==> src/rtl/alu_pkg.sv <==
// Shared definitions for the alu controller: alu opcodes, instruction field
// layout and the controller FSM encoding.
package alu_pkg;

    localparam logic [3:0] ALU_ADD   = 4'd0;
    localparam logic [3:0] ALU_SUB   = 4'd1;
    localparam logic [3:0] ALU_AND   = 4'd2;
    localparam logic [3:0] ALU_OR    = 4'd3;
    localparam logic [3:0] ALU_XOR   = 4'd4;
    localparam logic [3:0] ALU_SHL   = 4'd5;
    localparam logic [3:0] ALU_SHR   = 4'd6;
    localparam logic [3:0] ALU_NOT   = 4'd7;
    localparam logic [3:0] ALU_INC   = 4'd8;
    localparam logic [3:0] ALU_MAXOP = 4'd8;

    // instr = {code[9:6], rd[5:4], ra[3:2], rb[1:0]}
    localparam int INSTR_W  = 10;
    localparam int CODE_LSB = 6;
    localparam int CODE_W   = 4;
    localparam int RD_LSB   = 4;
    localparam int RA_LSB   = 2;
    localparam int RB_LSB   = 0;

    typedef enum logic [1:0] {
        ST_IDLE = 2'd0,
        ST_READ = 2'd1,
        ST_EXEC = 2'd2,
        ST_WB   = 2'd3
    } state_t;

    function automatic logic code_legal(input logic [CODE_W-1:0] code);
        return code <= ALU_MAXOP;
    endfunction

endpackage

==> src/rtl/alu_ctrl_if.sv <==
// Instruction, preload and alu-side signals of the alu controller.
// Handshakes: a transfer happens on a rising edge where valid && ready are both high.
interface alu_ctrl_if #(
    parameter int LEN = 8,
    parameter int AW  = 2
) ();
    import alu_pkg::*;

    logic                instr_valid;
    logic                instr_ready;
    logic [INSTR_W-1:0]  instr;
    logic                ld_valid;
    logic                ld_ready;
    logic [AW-1:0]       ld_addr;
    logic [LEN-1:0]      ld_data;
    logic [LEN-1:0]      alu_a;
    logic [LEN-1:0]      alu_b;
    logic [CODE_W-1:0]   alu_code;
    logic [LEN-1:0]      alu_out;
    logic                done;
    logic [LEN-1:0]      result;
    logic                err;
    state_t              fsm_state;

    modport slave (
        input  instr_valid, instr, ld_valid, ld_addr, ld_data, alu_out,
        output instr_ready, ld_ready, alu_a, alu_b, alu_code, done, result, err,
               fsm_state
    );

    modport master (
        output instr_valid, instr, ld_valid, ld_addr, ld_data, alu_out,
        input  instr_ready, ld_ready, alu_a, alu_b, alu_code, done, result, err,
               fsm_state
    );

endinterface

==> src/rtl/alu_ctrl_rf.sv <==
// NREG x LEN register file: two async read ports, one sync write, sync clear.
// With ALU_CTRL_DBG_EN defined a third async read port is added for debug.
module alu_ctrl_rf #(
    parameter int LEN  = 8,
    parameter int NREG = 4,
    parameter int AW   = $clog2(NREG)
) (
    input  logic           clk,
    input  logic           rst,
    input  logic           we,
    input  logic [AW-1:0]  waddr,
    input  logic [LEN-1:0] wdata,
    input  logic [AW-1:0]  raddr_a,
    output logic [LEN-1:0] rdata_a,
    input  logic [AW-1:0]  raddr_b,
    output logic [LEN-1:0] rdata_b
`ifdef ALU_CTRL_DBG_EN
    ,
    input  logic [AW-1:0]  dbg_addr,
    output logic [LEN-1:0] dbg_data
`endif
);

    logic [LEN-1:0] mem [NREG];

    always_ff @(posedge clk) begin
        if (rst) begin
            for (int i = 0; i < NREG; i++) begin
                mem[i] <= '0;
            end
        end else if (we) begin
            mem[waddr] <= wdata;
        end
    end

    assign rdata_a = mem[raddr_a];
    assign rdata_b = mem[raddr_b];

`ifdef ALU_CTRL_DBG_EN
    assign dbg_data = mem[dbg_addr];
`endif

endmodule

==> src/rtl/alu_ctrl.sv <==
// Multi-cycle controller for the combinational alu: IDLE -> READ -> EXEC -> WB.
// Optional debug read port of the register file enabled by ALU_CTRL_DBG_EN.
module alu_ctrl
    import alu_pkg::*;
#(
    parameter int LEN  = 8,
    parameter int NREG = 4
) (
    input  logic clk,
    input  logic rst,
    alu_ctrl_if.slave bus
`ifdef ALU_CTRL_DBG_EN
    ,
    input  logic [$clog2(NREG)-1:0] dbg_addr,
    output logic [LEN-1:0]          dbg_data
`endif
);

    localparam int AW = $clog2(NREG);

    state_t             state;
    logic [INSTR_W-1:0] instr_q;
    logic [LEN-1:0]     result_q;
    logic               illegal_q;

    logic [CODE_W-1:0]  code;
    logic [AW-1:0]      rd;
    logic [AW-1:0]      ra;
    logic [AW-1:0]      rb;
    logic [LEN-1:0]     rdata_a;
    logic [LEN-1:0]     rdata_b;
    logic               ld_fire;
    logic               wb_fire;
    logic               rf_we;
    logic [AW-1:0]      rf_waddr;
    logic [LEN-1:0]     rf_wdata;

    assign code = instr_q[CODE_LSB +: CODE_W];
    assign rd   = instr_q[RD_LSB +: AW];
    assign ra   = instr_q[RA_LSB +: AW];
    assign rb   = instr_q[RB_LSB +: AW];

    assign bus.instr_ready = (state == ST_IDLE);
    // A pending instruction always takes priority over a preload.
    assign bus.ld_ready    = (state == ST_IDLE) && !bus.instr_valid;
    assign bus.fsm_state   = state;

    assign ld_fire = bus.ld_valid && bus.ld_ready;
    assign wb_fire = (state == ST_WB) && !illegal_q;

    // Preloads only happen in IDLE and writeback only in WB, so they never collide.
    always_comb begin
        rf_we    = 1'b0;
        rf_waddr = bus.ld_addr;
        rf_wdata = bus.ld_data;
        if (wb_fire) begin
            rf_we    = 1'b1;
            rf_waddr = rd;
            rf_wdata = result_q;
        end else if (ld_fire) begin
            rf_we    = 1'b1;
        end
    end

    alu_ctrl_rf #(
        .LEN  (LEN),
        .NREG (NREG),
        .AW   (AW)
    ) u_rf (
        .clk     (clk),
        .rst     (rst),
        .we      (rf_we),
        .waddr   (rf_waddr),
        .wdata   (rf_wdata),
        .raddr_a (ra),
        .rdata_a (rdata_a),
        .raddr_b (rb),
        .rdata_b (rdata_b)
`ifdef ALU_CTRL_DBG_EN
        ,
        .dbg_addr(dbg_addr),
        .dbg_data(dbg_data)
`endif
    );

    always_ff @(posedge clk) begin
        if (rst) begin
            state        <= ST_IDLE;
            instr_q      <= '0;
            result_q     <= '0;
            illegal_q    <= 1'b0;
            bus.alu_a    <= '0;
            bus.alu_b    <= '0;
            bus.alu_code <= '0;
            bus.result   <= '0;
            bus.done     <= 1'b0;
            bus.err      <= 1'b0;
        end else begin
            bus.done <= 1'b0;
            bus.err  <= 1'b0;
            case (state)
                ST_IDLE: begin
                    if (bus.instr_valid) begin
                        instr_q <= bus.instr;
                        state   <= ST_READ;
                    end
                end
                ST_READ: begin
                    bus.alu_a <= rdata_a;
                    bus.alu_b <= rdata_b;
                    if (code_legal(code)) begin
                        bus.alu_code <= code;
                        illegal_q    <= 1'b0;
                    end else begin
                        bus.alu_code <= '0;
                        illegal_q    <= 1'b1;
                    end
                    state <= ST_EXEC;
                end
                ST_EXEC: begin
                    // Operands were registered last edge, so alu_out has had a full cycle.
                    result_q <= bus.alu_out;
                    state    <= ST_WB;
                end
                ST_WB: begin
                    bus.done   <= 1'b1;
                    bus.err    <= illegal_q;
                    bus.result <= illegal_q ? '0 : result_q;
                    state      <= ST_IDLE;
                end
                default: state <= ST_IDLE;
            endcase
        end
    end

endmodule

==> src/flat_wrapper.sv <==
// flat-port wrapper written by rule: the top's interface ports become plain ports
module alu_ctrl_flat import alu_pkg::*;
#(
    parameter int LEN  = 8,
    parameter int NREG = 4
)
  (clk, rst, bus_instr_valid, bus_instr, bus_ld_valid, bus_ld_addr, bus_ld_data, bus_alu_out, bus_instr_ready, bus_ld_ready, bus_alu_a, bus_alu_b, bus_alu_code, bus_done, bus_result, bus_err, bus_fsm_state);
  alu_ctrl_if #(.LEN(LEN), .AW(2)) bus_i ();
  input  logic clk;
  input  logic rst;
  input wire logic [$bits(bus_i.instr_valid)-1:0] bus_instr_valid;
  input wire logic [$bits(bus_i.instr)-1:0] bus_instr;
  input wire logic [$bits(bus_i.ld_valid)-1:0] bus_ld_valid;
  input wire logic [$bits(bus_i.ld_addr)-1:0] bus_ld_addr;
  input wire logic [$bits(bus_i.ld_data)-1:0] bus_ld_data;
  input wire logic [$bits(bus_i.alu_out)-1:0] bus_alu_out;
  output wire logic [$bits(bus_i.instr_ready)-1:0] bus_instr_ready;
  output wire logic [$bits(bus_i.ld_ready)-1:0] bus_ld_ready;
  output wire logic [$bits(bus_i.alu_a)-1:0] bus_alu_a;
  output wire logic [$bits(bus_i.alu_b)-1:0] bus_alu_b;
  output wire logic [$bits(bus_i.alu_code)-1:0] bus_alu_code;
  output wire logic [$bits(bus_i.done)-1:0] bus_done;
  output wire logic [$bits(bus_i.result)-1:0] bus_result;
  output wire logic [$bits(bus_i.err)-1:0] bus_err;
  output wire logic [$bits(bus_i.fsm_state)-1:0] bus_fsm_state;
  assign bus_i.instr_valid = bus_instr_valid;
  assign bus_i.instr = bus_instr;
  assign bus_i.ld_valid = bus_ld_valid;
  assign bus_i.ld_addr = bus_ld_addr;
  assign bus_i.ld_data = bus_ld_data;
  assign bus_i.alu_out = bus_alu_out;
  assign bus_instr_ready = bus_i.instr_ready;
  assign bus_ld_ready = bus_i.ld_ready;
  assign bus_alu_a = bus_i.alu_a;
  assign bus_alu_b = bus_i.alu_b;
  assign bus_alu_code = bus_i.alu_code;
  assign bus_done = bus_i.done;
  assign bus_result = bus_i.result;
  assign bus_err = bus_i.err;
  assign bus_fsm_state = bus_i.fsm_state;
  alu_ctrl #(.LEN(LEN), .NREG(NREG)) u_core (.clk(clk), .rst(rst), .bus(bus_i));
endmodule
==> config.mk <==
export PLATFORM = sky130hd
export DESIGN_NAME = alu_ctrl_flat
export DESIGN_NICKNAME = d
export VERILOG_FILES = /design/src/rtl/alu_pkg.sv /design/src/rtl/alu_ctrl_if.sv /design/src/rtl/alu_ctrl_rf.sv /design/src/rtl/alu_ctrl.sv /design/src/flat_wrapper.sv
export SDC_FILE = /design/constraint.sdc
export NUM_CORES = 1
export LEC_CHECK = 0
export CAP_MARGIN = 5
export CELL_PAD_IN_SITES_DETAIL_PLACEMENT = 0
export CELL_PAD_IN_SITES_GLOBAL_PLACEMENT = 1
export CORE_UTILIZATION = 45
export CTS_BUF_LIST = sky130_fd_sc_hd__clkbuf_8 sky130_fd_sc_hd__clkbuf_16
export CTS_CLUSTER_SIZE = 8
export DETAILED_ROUTE_END_ITERATION = 7
export PLACE_DENSITY_LB_ADDON = 0.1
export SYNTH_ARGS = -nofsm -noshare
export SYNTH_HDL_FRONTEND = slang
export SYNTH_SLANG_ARGS = --single-unit
==> constraint.sdc <==
create_clock -name clk -period 4.2 [get_ports clk]
set_input_delay 0.84 -clock clk [delete_from_list [all_inputs] [get_ports clk]]
set_output_delay 0.84 -clock clk [all_outputs]
set_load 0.01 [all_outputs]
==> run metrics <==
Avg Inst Size Synth=11.69 um^2; PortBufs=65; htree depth=3; Worst path slowest cell=clkdlybuf4s50_1; ratio of cells with drive above 1 in the final layout=around an eighth; number of flops mapped to enable cells by yosys=32; Sink Count=83; distinct cell type count after synthesis=33; Initial DRC Count=132; Worst EP arrival=2.23 ns; initial antenna violation count=0; multi-input logic area=1555 um^2; Ports=66; Die Wd=92.31 um; total core area=7807 um^2; worst hold margin=approximately 0.48 ns; Req. time, crit path=3.36 ns; total grt overflow=0; CTS buffer count=9; Initial Util=47.00%; Mapped Nets=351; # resized after CTS=0; Worst-Skew Late Latency=0.34 ns; pwr/cell area=around 490 nW/um^2; post-layout net count=413; synthesis-to-finish area growth=25.78%; CP Launch Point=bus_instr_valid; Post-Synthesis Cells=between 300 and 400; Area contributors post-synth=dfxtp_1, edfxtp_1, mux4_2; Setup crit end=bus_ld_ready; top cell type's share of synthesized area=27.82%; Async S/R FF share, synth=0%; Cell Rows=32; flops & latches, synth=83; routed vias=2503; DR pass1 iterations=4; largest net degree at the start of global routing=31; RR Endpoint=u_core.u_rf.mem[0][3]; register area share after synthesis=54.01%; final worst path period share=73.08%; Post-CTS Setup Inserts=0; CTS tree=done; # fillers=669; DRT antenna net count=0; Rel. slew slack=between 20% and 30%; maxcap violations=0; Fmax achieved=around 330 MHz; TNS Setup=0 ns; first-pass GRT wire length=approximately 12 mm; Die Ht=between 90 and 100 um; Total GRT Usage=17.95%; P_leak=1.701 nW; Post-synth top cells=dfxtp_1, nor2_1, mux2i_1; Final setup viols=0; CP Cell Sequence=clkdlybuf4s50_1 > nor2b_1 > clkdlybuf4s50_1; Reg clk slew, reported paths=0.09 ns; DRC Markers=0; status=finished clean; diodes inserted=0; Worst Setup End Kind=primary output; WL final=between 7 and 8 mm; main flop type after synthesis=dfxtp_1; Final Non-Filler Cells=483; Hold Violations, Final=0; crit path kind=primary input to primary output; crit path time final=3.069 ns; slowest stage delay, CP=0.61 ns; Worst Path Max Fanout=5; Slew Viols, Final=0; deepest clock path buffer count=2; hold_buf cts=0; vias in the first global route=2448; top-count cell post-synth=dfxtp_1; FF-to-FF path depth=4; Root Buffer Master=clkbuf_8; Worst Tran Pin Value=between 1 and 1.5 ns; # placed instances=467; Die ar.=~8500 um^2; Reg2Reg Launch Point=u_core.bus.fsm_state[1]; placer congestion estimate=0.7727; Clock Skew=0.008134 ns; Vias/cell=between 5 and 6; worst IR drop on VDD=~0.21 mV; flip-flop and latch area=1982 um^2; post-DP HPWL=5.189 mm; Post-Syn Area=3670 um^2; CP startpoint kind=primary input; internal reg-to-reg setup slack=1.33 ns; Hold Crit Class=flop to flop; DR WL/cell=14.89 um; Yosys warnings=0; largest area contributor in the netlist=dfxtp_1; unrepaired setup endpoints after global routing=no; most frequent CP cell=clkdlybuf4s50_1
## power by group
group | internal (mW) | switching (mW) | leakage [nW]
registers | 0.941 | 0.0848 | 0.746
logic | 0.322 | 0.301 | 0.833
clock network | 0.341 | 0.291 | 0.122
total | 1.60 | 0.677 | 1.70
## metrics by stage
stage	instance area (um^2)	total power, mW	util (%)	setup slack (ns)
after CTS	4616	2.300	59.12	1.119
after floorplan	3670	1.453	-	1.712
final	4616	2.281	59.12	1.131
after global routing	4616	2.400	59.12	1.031
after detailed placement	4383	1.673	56.14	0.8739
after global placement	4383	1.659	56.14	0.9743
## per-layer routing
layer | global-route usage [%] | up-vias | wire, um
met3 | 3.120 | 6 | 336
met4 | 8.724 | 0 | 78
met1 | 24.04 | 1177 | 3372
met2 | 28.21 | 82 | 3402
met5 | 0 | - | 0
li1 | - | 1238 | -
## critical path, delay by kind of cell
family | cells | cell delay, ns
buf+inv | 2 | 1.06
simple gates | 1 | 0.33
## placed cells by master, fill, tap and decap left out
cell,count
o31ai_1,1
mux2_4,1
or4_1,1
inv_4,1
a21oi_1,23
buf_4,6
clkbuf_16,3
or2b_4,1
clkdlybuf4s50_1,65
o21ai_0,4
edfxtp_1,32
a211oi_1,1
nand2b_1,1
ha_1,5
nor3b_2,1
nor4bb_1,1
nor2b_1,15
inv_6,1
o221ai_4,1
dfxtp_1,51
and2_1,2
nor3_1,25
mux2i_4,1
nand2_1,22
and3_1,1
mux2i_1,33
inv_1,6
clkbuf_8,10
a21boi_0,1
nand3b_1,1
and4bb_2,1
mux4_2,16
nor2_2,1
clkinv_2,1
nor2_1,44
a31oi_4,1
## cells by family after synthesis
group	share of synthesized area, %
AO/OA/AOI/OAI	5.592
AND/OR/NAND/NOR	15.24
flip-flops	54.01
adder cells (fa/ha/maj)	1.705
buffers and inverters	3.614
multiplexers	19.84
## worst min path at each step
stage | endpoint | cells past startpoint | from
finish | u_core.instr_q[6] | 2 | u_core.instr_q[6]
global route | u_core.instr_q[4] | 2 | u_core.instr_q[4]
CTS | u_core.instr_q[6] | 2 | u_core.instr_q[6]
floorplan | u_core.instr_q[6] | 2 | u_core.instr_q[6]
global placement | u_core.instr_q[8] | 2 | u_core.instr_q[8]
detailed placement | u_core.instr_q[6] | 2 | u_core.instr_q[6]
## area by class of cell
class,instances,share of cell area (%)
Clock inverter,3,0.4337
Sequential cell,83,42.94
Clock buffer,13,4.608
Tap cell,102,2.765
Timing Repair Buffer,71,15.07
Inverter,6,0.4879
Multi-Input combinational cell,205,33.69
## sequential cells by signal (all words and copies together) (netlist names)
signal                flops
u_core.u_rf.mem          32
u_core.result_q           8
u_core.bus.alu_b          8
u_core.bus.err            1
u_core.bus.fsm_state      2
u_core.bus.result         8
u_core.bus.alu_a          8
u_core.bus.done           1
u_core.instr_q           10
u_core.bus.alu_code       4
u_core.illegal_q          1
No activity file was read; power rests on OpenSTA's default activity.
